==> config.mk <==
export PLATFORM = sky130hd
export DESIGN_NAME = trng_controller
export DESIGN_NICKNAME = d
export VERILOG_FILES = /design/src/rtl/trng_controller.sv
export SDC_FILE = /design/constraint.sdc
export NUM_CORES = 1
export LEC_CHECK = 0
export CORE_AREA = 2 2 130 132
export DETAILED_ROUTE_END_ITERATION = 6
export DIE_AREA = 0 0 132 134
export PLACE_DENSITY = 0.73
export RECOVER_POWER = 100
export SLEW_MARGIN = 30
export SYNTH_ARGS = -nofsm -noshare
export SYNTH_HDL_FRONTEND = slang
export SYNTH_SLANG_ARGS = --single-unit
==> constraint.sdc <==
create_clock -name clk -period 6.3 [get_ports clk]
set_input_delay 0.63 -clock clk [delete_from_list [all_inputs] [get_ports clk]]
set_output_delay 0.63 -clock clk [all_outputs]
set_load 0.05 [all_outputs]
==> src/rtl/trng_controller.sv <==
// trng_controller: samples a ring-oscillator TRNG bit, runs a repetition-count
// health test, von Neumann debiases the samples, packs the resulting bits into
// words and buffers them in a small FIFO that the CPU drains with pop pulses.
module trng_controller #(
    parameter int unsigned SAMPLE_DIV = 4,
    parameter int unsigned REP_LIMIT  = 16,
    parameter int unsigned FIFO_DEPTH = 4,
    parameter int unsigned WORD_WIDTH = 32
) (
    input  logic                          clk,
    input  logic                          rst,
    input  logic                          raw_bit,
    input  logic                          enable,
    input  logic                          clear_fault,
    input  logic                          pop,
    output logic [WORD_WIDTH-1:0]         data_out,
    output logic                          data_valid,
    output logic                          empty,
    output logic                          full,
    output logic [$clog2(FIFO_DEPTH):0]   level,
    output logic                          overflow,
    output logic                          fault
);

    localparam int unsigned PTR_W = $clog2(FIFO_DEPTH);
    localparam int unsigned LVL_W = PTR_W + 1;
    localparam int unsigned DIV_W = (SAMPLE_DIV > 1) ? $clog2(SAMPLE_DIV) : 1;
    localparam int unsigned REP_W = $clog2(REP_LIMIT + 1);
    localparam int unsigned BIT_W = (WORD_WIDTH > 1) ? $clog2(WORD_WIDTH) : 1;

    typedef enum logic [1:0] {
        IDLE    = 2'd0,
        COLLECT = 2'd1,
        FAULT   = 2'd2
    } state_t;

    state_t state;
    state_t next_state;

    // synchronizer
    logic sync1;
    logic sample;

    // collection path
    logic                  collecting;
    logic [DIV_W-1:0]      tick_cnt;
    logic                  sample_en;
    logic                  have_prev;
    logic                  prev_sample;
    logic [REP_W-1:0]      rep_cnt;
    logic [REP_W-1:0]      rep_next;
    logic                  trip;
    logic                  pair_have;
    logic                  pair_first;
    logic                  emit;
    logic [WORD_WIDTH-1:0] word;
    logic [WORD_WIDTH-1:0] word_shift;
    logic [BIT_W-1:0]      bit_cnt;
    logic                  word_done;

    // FIFO
    logic [WORD_WIDTH-1:0] mem [FIFO_DEPTH];
    logic [PTR_W-1:0]      rd_ptr;
    logic [PTR_W-1:0]      wr_ptr;
    logic [LVL_W-1:0]      level_next;
    logic                  push_req;
    logic                  push_ok;
    logic                  pop_ok;
    logic                  drop;
    logic                  flush;

    // Two-flop synchronizer for the asynchronous raw TRNG bit
    always_ff @(posedge clk or posedge rst) begin
        if (rst) begin
            sync1  <= 1'b0;
            sample <= 1'b0;
        end else begin
            sync1  <= raw_bit;
            sample <= sync1;
        end
    end

    // FSM state register
    always_ff @(posedge clk or posedge rst) begin
        if (rst) begin
            state <= IDLE;
        end else begin
            state <= next_state;
        end
    end

    // FSM next-state logic; a health trip outranks enable dropping
    always_comb begin
        next_state = state;
        unique case (state)
            IDLE: begin
                if (enable) next_state = COLLECT;
            end
            COLLECT: begin
                if (trip)         next_state = FAULT;
                else if (!enable) next_state = IDLE;
            end
            FAULT: begin
                if (clear_fault) next_state = IDLE;
            end
            default: next_state = IDLE;
        endcase
    end

    // FSM outputs
    always_comb begin
        collecting = (state == COLLECT);
        fault      = (state == FAULT);
    end

    // Sampling, health test, debias and packing decisions for this cycle
    always_comb begin
        sample_en  = collecting && (tick_cnt == DIV_W'(SAMPLE_DIV - 1));
        if (!have_prev || (sample != prev_sample)) begin
            rep_next = REP_W'(1);
        end else begin
            rep_next = rep_cnt + REP_W'(1);
        end
        trip       = sample_en && (rep_next == REP_W'(REP_LIMIT));
        // pair "10" emits 1 and "01" emits 0, so the emitted bit is the first of the pair
        emit       = sample_en && pair_have && (pair_first != sample);
        word_shift = {word[WORD_WIDTH-2:0], pair_first};
        word_done  = emit && (bit_cnt == BIT_W'(WORD_WIDTH - 1));
    end

    // Collection state; everything is discarded whenever COLLECT is not held
    always_ff @(posedge clk or posedge rst) begin
        if (rst) begin
            tick_cnt    <= '0;
            have_prev   <= 1'b0;
            prev_sample <= 1'b0;
            rep_cnt     <= '0;
            pair_have   <= 1'b0;
            pair_first  <= 1'b0;
            word        <= '0;
            bit_cnt     <= '0;
        end else if (!collecting || (next_state != COLLECT)) begin
            tick_cnt    <= '0;
            have_prev   <= 1'b0;
            prev_sample <= 1'b0;
            rep_cnt     <= '0;
            pair_have   <= 1'b0;
            pair_first  <= 1'b0;
            word        <= '0;
            bit_cnt     <= '0;
        end else begin
            if (sample_en) begin
                tick_cnt <= '0;
            end else begin
                tick_cnt <= tick_cnt + DIV_W'(1);
            end
            if (sample_en) begin
                have_prev   <= 1'b1;
                prev_sample <= sample;
                rep_cnt     <= rep_next;
                pair_have   <= !pair_have;
                if (!pair_have) pair_first <= sample;
            end
            if (emit) begin
                word <= word_shift;
                if (word_done) begin
                    bit_cnt <= '0;
                end else begin
                    bit_cnt <= bit_cnt + BIT_W'(1);
                end
            end
        end
    end

    // FIFO control: pop is judged on the pre-push level, so a full FIFO accepts push+pop
    always_comb begin
        flush    = trip;
        pop_ok   = pop && (level != '0);
        push_req = word_done && !trip;
        push_ok  = push_req && ((level != LVL_W'(FIFO_DEPTH)) || pop_ok);
        drop     = push_req && !push_ok;
        level_next = level;
        if (flush) begin
            level_next = '0;
        end else if (push_ok && !pop_ok) begin
            level_next = level + LVL_W'(1);
        end else if (pop_ok && !push_ok) begin
            level_next = level - LVL_W'(1);
        end
    end

    // FIFO storage
    always_ff @(posedge clk) begin
        if (push_ok) mem[wr_ptr] <= word_shift;
    end

    // FIFO pointers, occupancy and status flags
    always_ff @(posedge clk or posedge rst) begin
        if (rst) begin
            rd_ptr <= '0;
            wr_ptr <= '0;
            level  <= '0;
            empty  <= 1'b1;
            full   <= 1'b0;
        end else begin
            if (flush) begin
                rd_ptr <= '0;
                wr_ptr <= '0;
            end else begin
                if (pop_ok)  rd_ptr <= rd_ptr + PTR_W'(1);
                if (push_ok) wr_ptr <= wr_ptr + PTR_W'(1);
            end
            level <= level_next;
            empty <= (level_next == '0);
            full  <= (level_next == LVL_W'(FIFO_DEPTH));
        end
    end

    // Read port: popped word and its one-cycle strobe
    always_ff @(posedge clk or posedge rst) begin
        if (rst) begin
            data_out   <= '0;
            data_valid <= 1'b0;
        end else begin
            data_valid <= pop_ok;
            if (pop_ok) data_out <= mem[rd_ptr];
        end
    end

    // Sticky overflow flag, acknowledged by clear_fault
    always_ff @(posedge clk or posedge rst) begin
        if (rst) begin
            overflow <= 1'b0;
        end else if (drop) begin
            overflow <= 1'b1;
        end else if (clear_fault) begin
            overflow <= 1'b0;
        end
    end

endmodule
=== After elaboration in Yosys (flattened, before gate mapping) ===
Memory sizes are Yosys's and may differ from the RTL's. A register that Yosys moved wholly into a read port is not among the register bits.
Index checks and enable logic that the tools add are counted.

* Output and inout port bits: 40
* Memory bits (writable): 128
* Bits in registers: 62
* Input port bits: 6
* Word-level logic and storage cells: 101
* Memories kept: 1

{| class="wikitable"
|+ Memory list
! memory !! words !! bits a word !! read ports !! clocked after memory_dff !! write ports !! line !! text
|-
| mem || 4 || 32 || 1 || 1 || 1 || 62 || <nowiki>logic [WORD_WIDTH-1:0] mem [FIFO_DEPTH];</nowiki>
|}

* $add $sub $neg: 7
* Reductions and logical operators: 29
* Muxes and demuxes: 35
* Equal/unequal tests: 11

{| class="wikitable"
|+ Operator list
! operator !! count
|-
| $mux 31 || 2
|-
| $mux 5 || 6
|-
| $mux 2 || 10
|-
| $mux 1 || 13
|-
| $logic_and 1x1->1 || 11
|-
| $add 5x1->5 const B || 2
|-
| $eq 5x5->1 const B || 2
|-
| $reduce_bool 2->1 || 5
|-
| $mux 3 || 3
|-
| $add 2x1->2 const B || 3
|-
| $logic_not 1->1 || 6
|-
| $pmux 2 s3 || 1
|-
| $eq 2x2->1 const B || 2
|-
| $ne 2x1->1 const B || 2
|-
| $add 3x1->3 const B || 1
|-
| $eq 3x3->1 const B || 1
|-
| $logic_not 3->1 || 1
|-
| $logic_or 1x1->1 || 3
|-
| $ne 3x3->1 const B || 1
|-
| $reduce_bool 3->1 || 1
|-
| $sub 3x1->3 const B || 1
|-
| $eq 2x1->1 const B || 1
|-
| $logic_not 2->1 || 1
|-
| $ne 1x1->1 || 2
|-
| $reduce_and 2->1 || 1
|}

=== Depth between registers and ports, before layout ===
* Depth in word-level cells: 14
* Mapped depth: 9

=== Worst setup path before layout ===
Ideal clock, no wire load.

* Path kind: register -> register
* From: register bit_cnt[0]
* To: memory mem[0][0] (enable)
* Stages on the path, launching flop included: 8
* Path buffers: 0
* Data required time: 5.832 ns
* Setup slack: 1.703 ns
* Arrival: 4.129 ns
* Cell sequence: dfrtp_1 ha_1 and3_1 ha_1 inv_1 nor3_1 nand2_1 nor3b_1

* Longest elaborated chain between the ends: 6

{| class="wikitable"
|+ RTL lines
! element !! line !! text
|-
| start, declared || 58 || <nowiki>logic [BIT_W-1:0] bit_cnt;</nowiki>
|-
| start signal, assigned || 169 || <nowiki>bit_cnt <= bit_cnt + BIT_W'(1);</nowiki>
|-
| $eq 5x5->1 || 128 || <nowiki>word_done = emit && (bit_cnt == BIT_W'(WORD_WIDTH - 1));</nowiki>
|-
| $logic_and 1x1->1 || 128 ||
|-
| $logic_and 1x1->1 || 179 || <nowiki>push_req = word_done && !trip;</nowiki>
|-
| $logic_and 1x1->1 || 180 || <nowiki>push_ok = push_req && ((level != LVL_W'(FIFO_DEPTH)) || pop_ok);</nowiki>
|-
| $mux 1 || 194 || <nowiki>if (push_ok) mem[wr_ptr] <= word_shift;</nowiki>
|-
| $mux 1 (implied by the code) || 194 ||
|-
| end, declared || 62 ||
|}

Every way passes these cells.

=== Worst setup path in the final report ===
* From: register bit_cnt[0]
* To: memory mem[3][28] (enable)

Same word-level chain as after synthesis.

==> run_results.csv <==
group,metric,value,unit
finish,multiInputGateArea,0.00232,sq mm
die,fp.dieW,132,microns
worst_setup_path,r2r_cells,8,
route,drc,0,
clock_network,cts_resized,0,
outcome,status,"complete, but fails checks",
power_and_ir_drop,leakage,4.29,nW
place,gp_congestion,0.765,
worst_setup_path,start_kind,"register",
timing,clock.fmax,241,MHz
route,vias_per_cell,5.52,
timing,fin_hold_ws,0.360,ns
worst_setup_path,path_class,"reg -> reg",
timing,fin_skew,0.00582,ns
worst_hold_path,min_to,"sample",
timing,relSlewSlack,-0.560,
flow_run,cap_violations,4,
synthesis,netlist_area,0.00873,sq mm
synthesis,synth_seq_cells,222,
clock_network,cts_sinks,222,
synthesis,async_flop_share,0.423,
die,num_rows,47,
worst_hold_path,hold_path.class,"reg -> reg",
timing,worst_slack,2.15,ns
place,hpwl,9380,microns
place,port_buffers,45,
finish,fin_nets,679,
global_routing,grt_overflow,0,
clock_network,cts_buffer_depth,3,
clock_network,postCtsSetupRepairBufs,0,
timing,drv_slew,169,
synthesis,ys_seq_area_frac,0.710,
route,drt_iter0_drc,380,
timing,period_needed,4.15,ns
synthesis,synth_ff_type,"edfxtp_1",
die,die_height,134,microns
timing,layout_worst_path_cycle_share,0.658,
clock_network,clk_pin_slew,0.06,ns
clock_network,postCtsHoldBufs,0,
die,dieArea,0.0177,sq mm
worst_setup_path,r2r_start,"bit_cnt[0]",
timing,final-setup-viol-count,0,
worst_setup_path,cp.arrival,4.31,ns
clock_network,cts_tree,"built",
power_and_ir_drop,peakVddDrop,0.325,mV
global_routing,track_usage,0.193,
finish,drive_gt1_frac,0.112,
clock_network,clock_latency,0.50,ns
finish,antenna_cells,0,
place,dp_slack,2.63,ns
clock_network,h-tree-depth,1,
die,io_pins,46,
synthesis,syn_nets,630,
route,detail_route.first_pass.iterations,5,
timing,worstMarginPinSlew,2.34,ns
worst_hold_path,hold_path_depth,0,
die,core_area,0.0163,sq mm
worst_setup_path,cp-end-kind,"register",
worst_setup_path,path_max_fanout,24,
synthesis,synth_edf_count,128,
worst_setup_path,r2r-end,"mem[3][28]",
synthesis,synth_warnings,0,
finish,area_delta_synth_final,15.3,%
finish,regArea,0.00620,sq mm
global_routing,antenna_found_initial,0,
synthesis,avgSynthCellArea,14.2,sq um
synthesis,syn_inst,613,
global_routing,grt_max_degree,49,
route,vias,4960,
global_routing,grt_pass1_wl,27000,microns
route,finalWirelength,16200,microns
synthesis,ys_types,49,
timing,rsz0062_at_grt,"false",
worst_setup_path,r2r_setup_slack,2.15,ns
finish,finish.utilization,0.618,
timing,fin_tns_setup,0,ns
outcome,failed_checks,"capacitance limit, slew limit",
route,ant_nets,0,
global_routing,grt_pass1_vias,5257,
clock_network,clock-root-buffer,"clkbuf_16",
die,initial_utilization,0.536,
power_and_ir_drop,powerDensity,327,mW/mm^2
timing,hold_violations,0,
route,routedWlPerCell,18.0,microns
worst_hold_path,worst_hold_startpoint,"sync1",
worst_setup_path,worst_ep_required_time,6.46,ns
clock_network,cts_buffers,23,
finish,n_fill_cell,1224,
[cell usage in the layout, fill, tap and decap left out, types with 3 or more instances in the layout]
| cell | n |
|---|---|
| buf_4 | 7 |
| xor2_1 | 3 |
| mux4_2 | 32 |
| nor2b_1 | 4 |
| a22oi_1 | 3 |
| ha_1 | 11 |
| nor2_1 | 21 |
| clkbuf_16 | 23 |
| nand3_1 | 5 |
| nand2_1 | 166 |
| clkdlybuf4s50_1 | 3 |
| dlygate4sd3_1 | 42 |
| xnor2_1 | 5 |
| and3_1 | 4 |
| a21oi_1 | 39 |
| o21ai_0 | 6 |
| clkinv_2 | 3 |
| nor3_1 | 6 |
| nand4_1 | 3 |
| nor3b_1 | 5 |
| dfrtp_1 | 91 |
| inv_1 | 13 |
| edfxtp_1 | 128 |
| mux2i_1 | 4 |
| clkbuf_1 | 8 |
| clkinv_1 | 6 |
[power breakdown]
part	switching [mW]	internal (mW)
clock network	0.525	0.736
logic	0.238	0.158
registers	0.0786	1.56
[registers in the layout, indices dropped and copies added, names as in the netlist, 2 cells and up]
name,flops
bit_cnt,5
data_out,32
level,3
mem,128
rd_ptr,2
rep_cnt,5
state,2
tick_cnt,2
word,31
wr_ptr,2
[cell families after synthesis]
kind of cell	Yosys count	synth area share
and+or+nand+nor	226	0.110
DFF	222	0.710
AOI/OAI and AO/OA	64	0.0438
buffers and inverters	45	0.0241
muxes	36	0.0871
adders and majority gates	11	0.0158
xor gates and xnor gates	9	0.00989
[stage by stage]
| stage | cell area (sq um) | cells | power, mW |
|---|---|---|---|
| 2_1_floorplan | 8730 | 613 | 1.96 |
| 3_3_place_gp | 9410 | 857 | 2.07 |
| 3_5_place_dp | 9410 | 857 | 2.08 |
| 4_1_cts | 10100 | 899 | 3.33 |
| 5_1_grt | 10100 | 899 | 3.41 |
| 6_report | 10100 | 899 | 3.29 |
[area by class of cell]
class / instances / area share
clock inverter: 12 / 0.00845
clock buffer: 30 / 0.0617
inverter: 14 / 0.00534
timing repair buffer: 55 / 0.0511
tap: 220 / 0.0273
sequential: 222 / 0.616
multi-input combinational: 346 / 0.230
[metal layers]
layer / wire, microns / global-route usage / vias to the layer above / part of all wire
met5: 0 / 0 / - / 0
met4: 350 / 0.0604 / 0 / 0.022
met3: 588 / 0.0287 / 25 / 0.036
met2: 8410 / 0.341 / 104 / 0.52
met1: 6840 / 0.249 / 2538 / 0.42
li1: - / - / 2293 / -
[cell usage after synthesis (2+ instances only)]
| library cell | count | area, sq um |
|---|---|---|
| nand4_1 | 3 | 18.8 |
| inv_1 | 14 | 52.6 |
| edfxtp_1 | 128 | 3840 |
| nor3_1 | 6 | 30.0 |
| a21oi_1 | 39 | 195 |
| o21ai_0 | 5 | 25.0 |
| buf_2 | 6 | 30.0 |
| o31ai_1 | 2 | 15.0 |
| nor2_1 | 21 | 78.8 |
| buf_6 | 4 | 45.0 |
| dfrtp_1 | 93 | 2330 |
| nand2_1 | 166 | 623 |
| ha_1 | 11 | 138 |
| nand3_1 | 5 | 25.0 |
| nand3b_1 | 2 | 15.0 |
| nor2b_1 | 4 | 25.0 |
| and3_1 | 4 | 25.0 |
| xor2_1 | 3 | 26.3 |
| mux4_2 | 32 | 721 |
| mux2i_1 | 4 | 40.0 |
| a22oi_1 | 3 | 22.5 |
| nor3b_1 | 5 | 37.5 |
| xnor2_1 | 5 | 43.8 |
| a21o_1 | 2 | 15.0 |
| clkbuf_1 | 20 | 75.1 |
| a311oi_1 | 2 | 17.5 |
| o311ai_0 | 2 | 17.5 |
[how the worst max path moves through the flow]
stage	endpoint	slack, ns	startpoint
final	mem[3][28]	2.15	bit_cnt[0]
after floorplan	mem[0][0]	1.70	bit_cnt[0]
after detailed placement	mem[3][28]	2.63	bit_cnt[0]
after CTS	mem[3][25]	2.61	bit_cnt[0]
after global placement	mem[3][28]	2.87	bit_cnt[0]
after global routing	mem[2][2]	1.79	bit_cnt[0]
[critical path, stage by stage (launching register included)]
cell	delay (ns)
dfrtp_1	0.41
ha_1	0.22
and3_1	0.17
ha_1	0.29
inv_1	0.11
nor3_1	0.55
nand2_1	0.32
nor3b_1	1.20
buf_4	0.53
No activity file was read; power rests on OpenSTA's default activity.
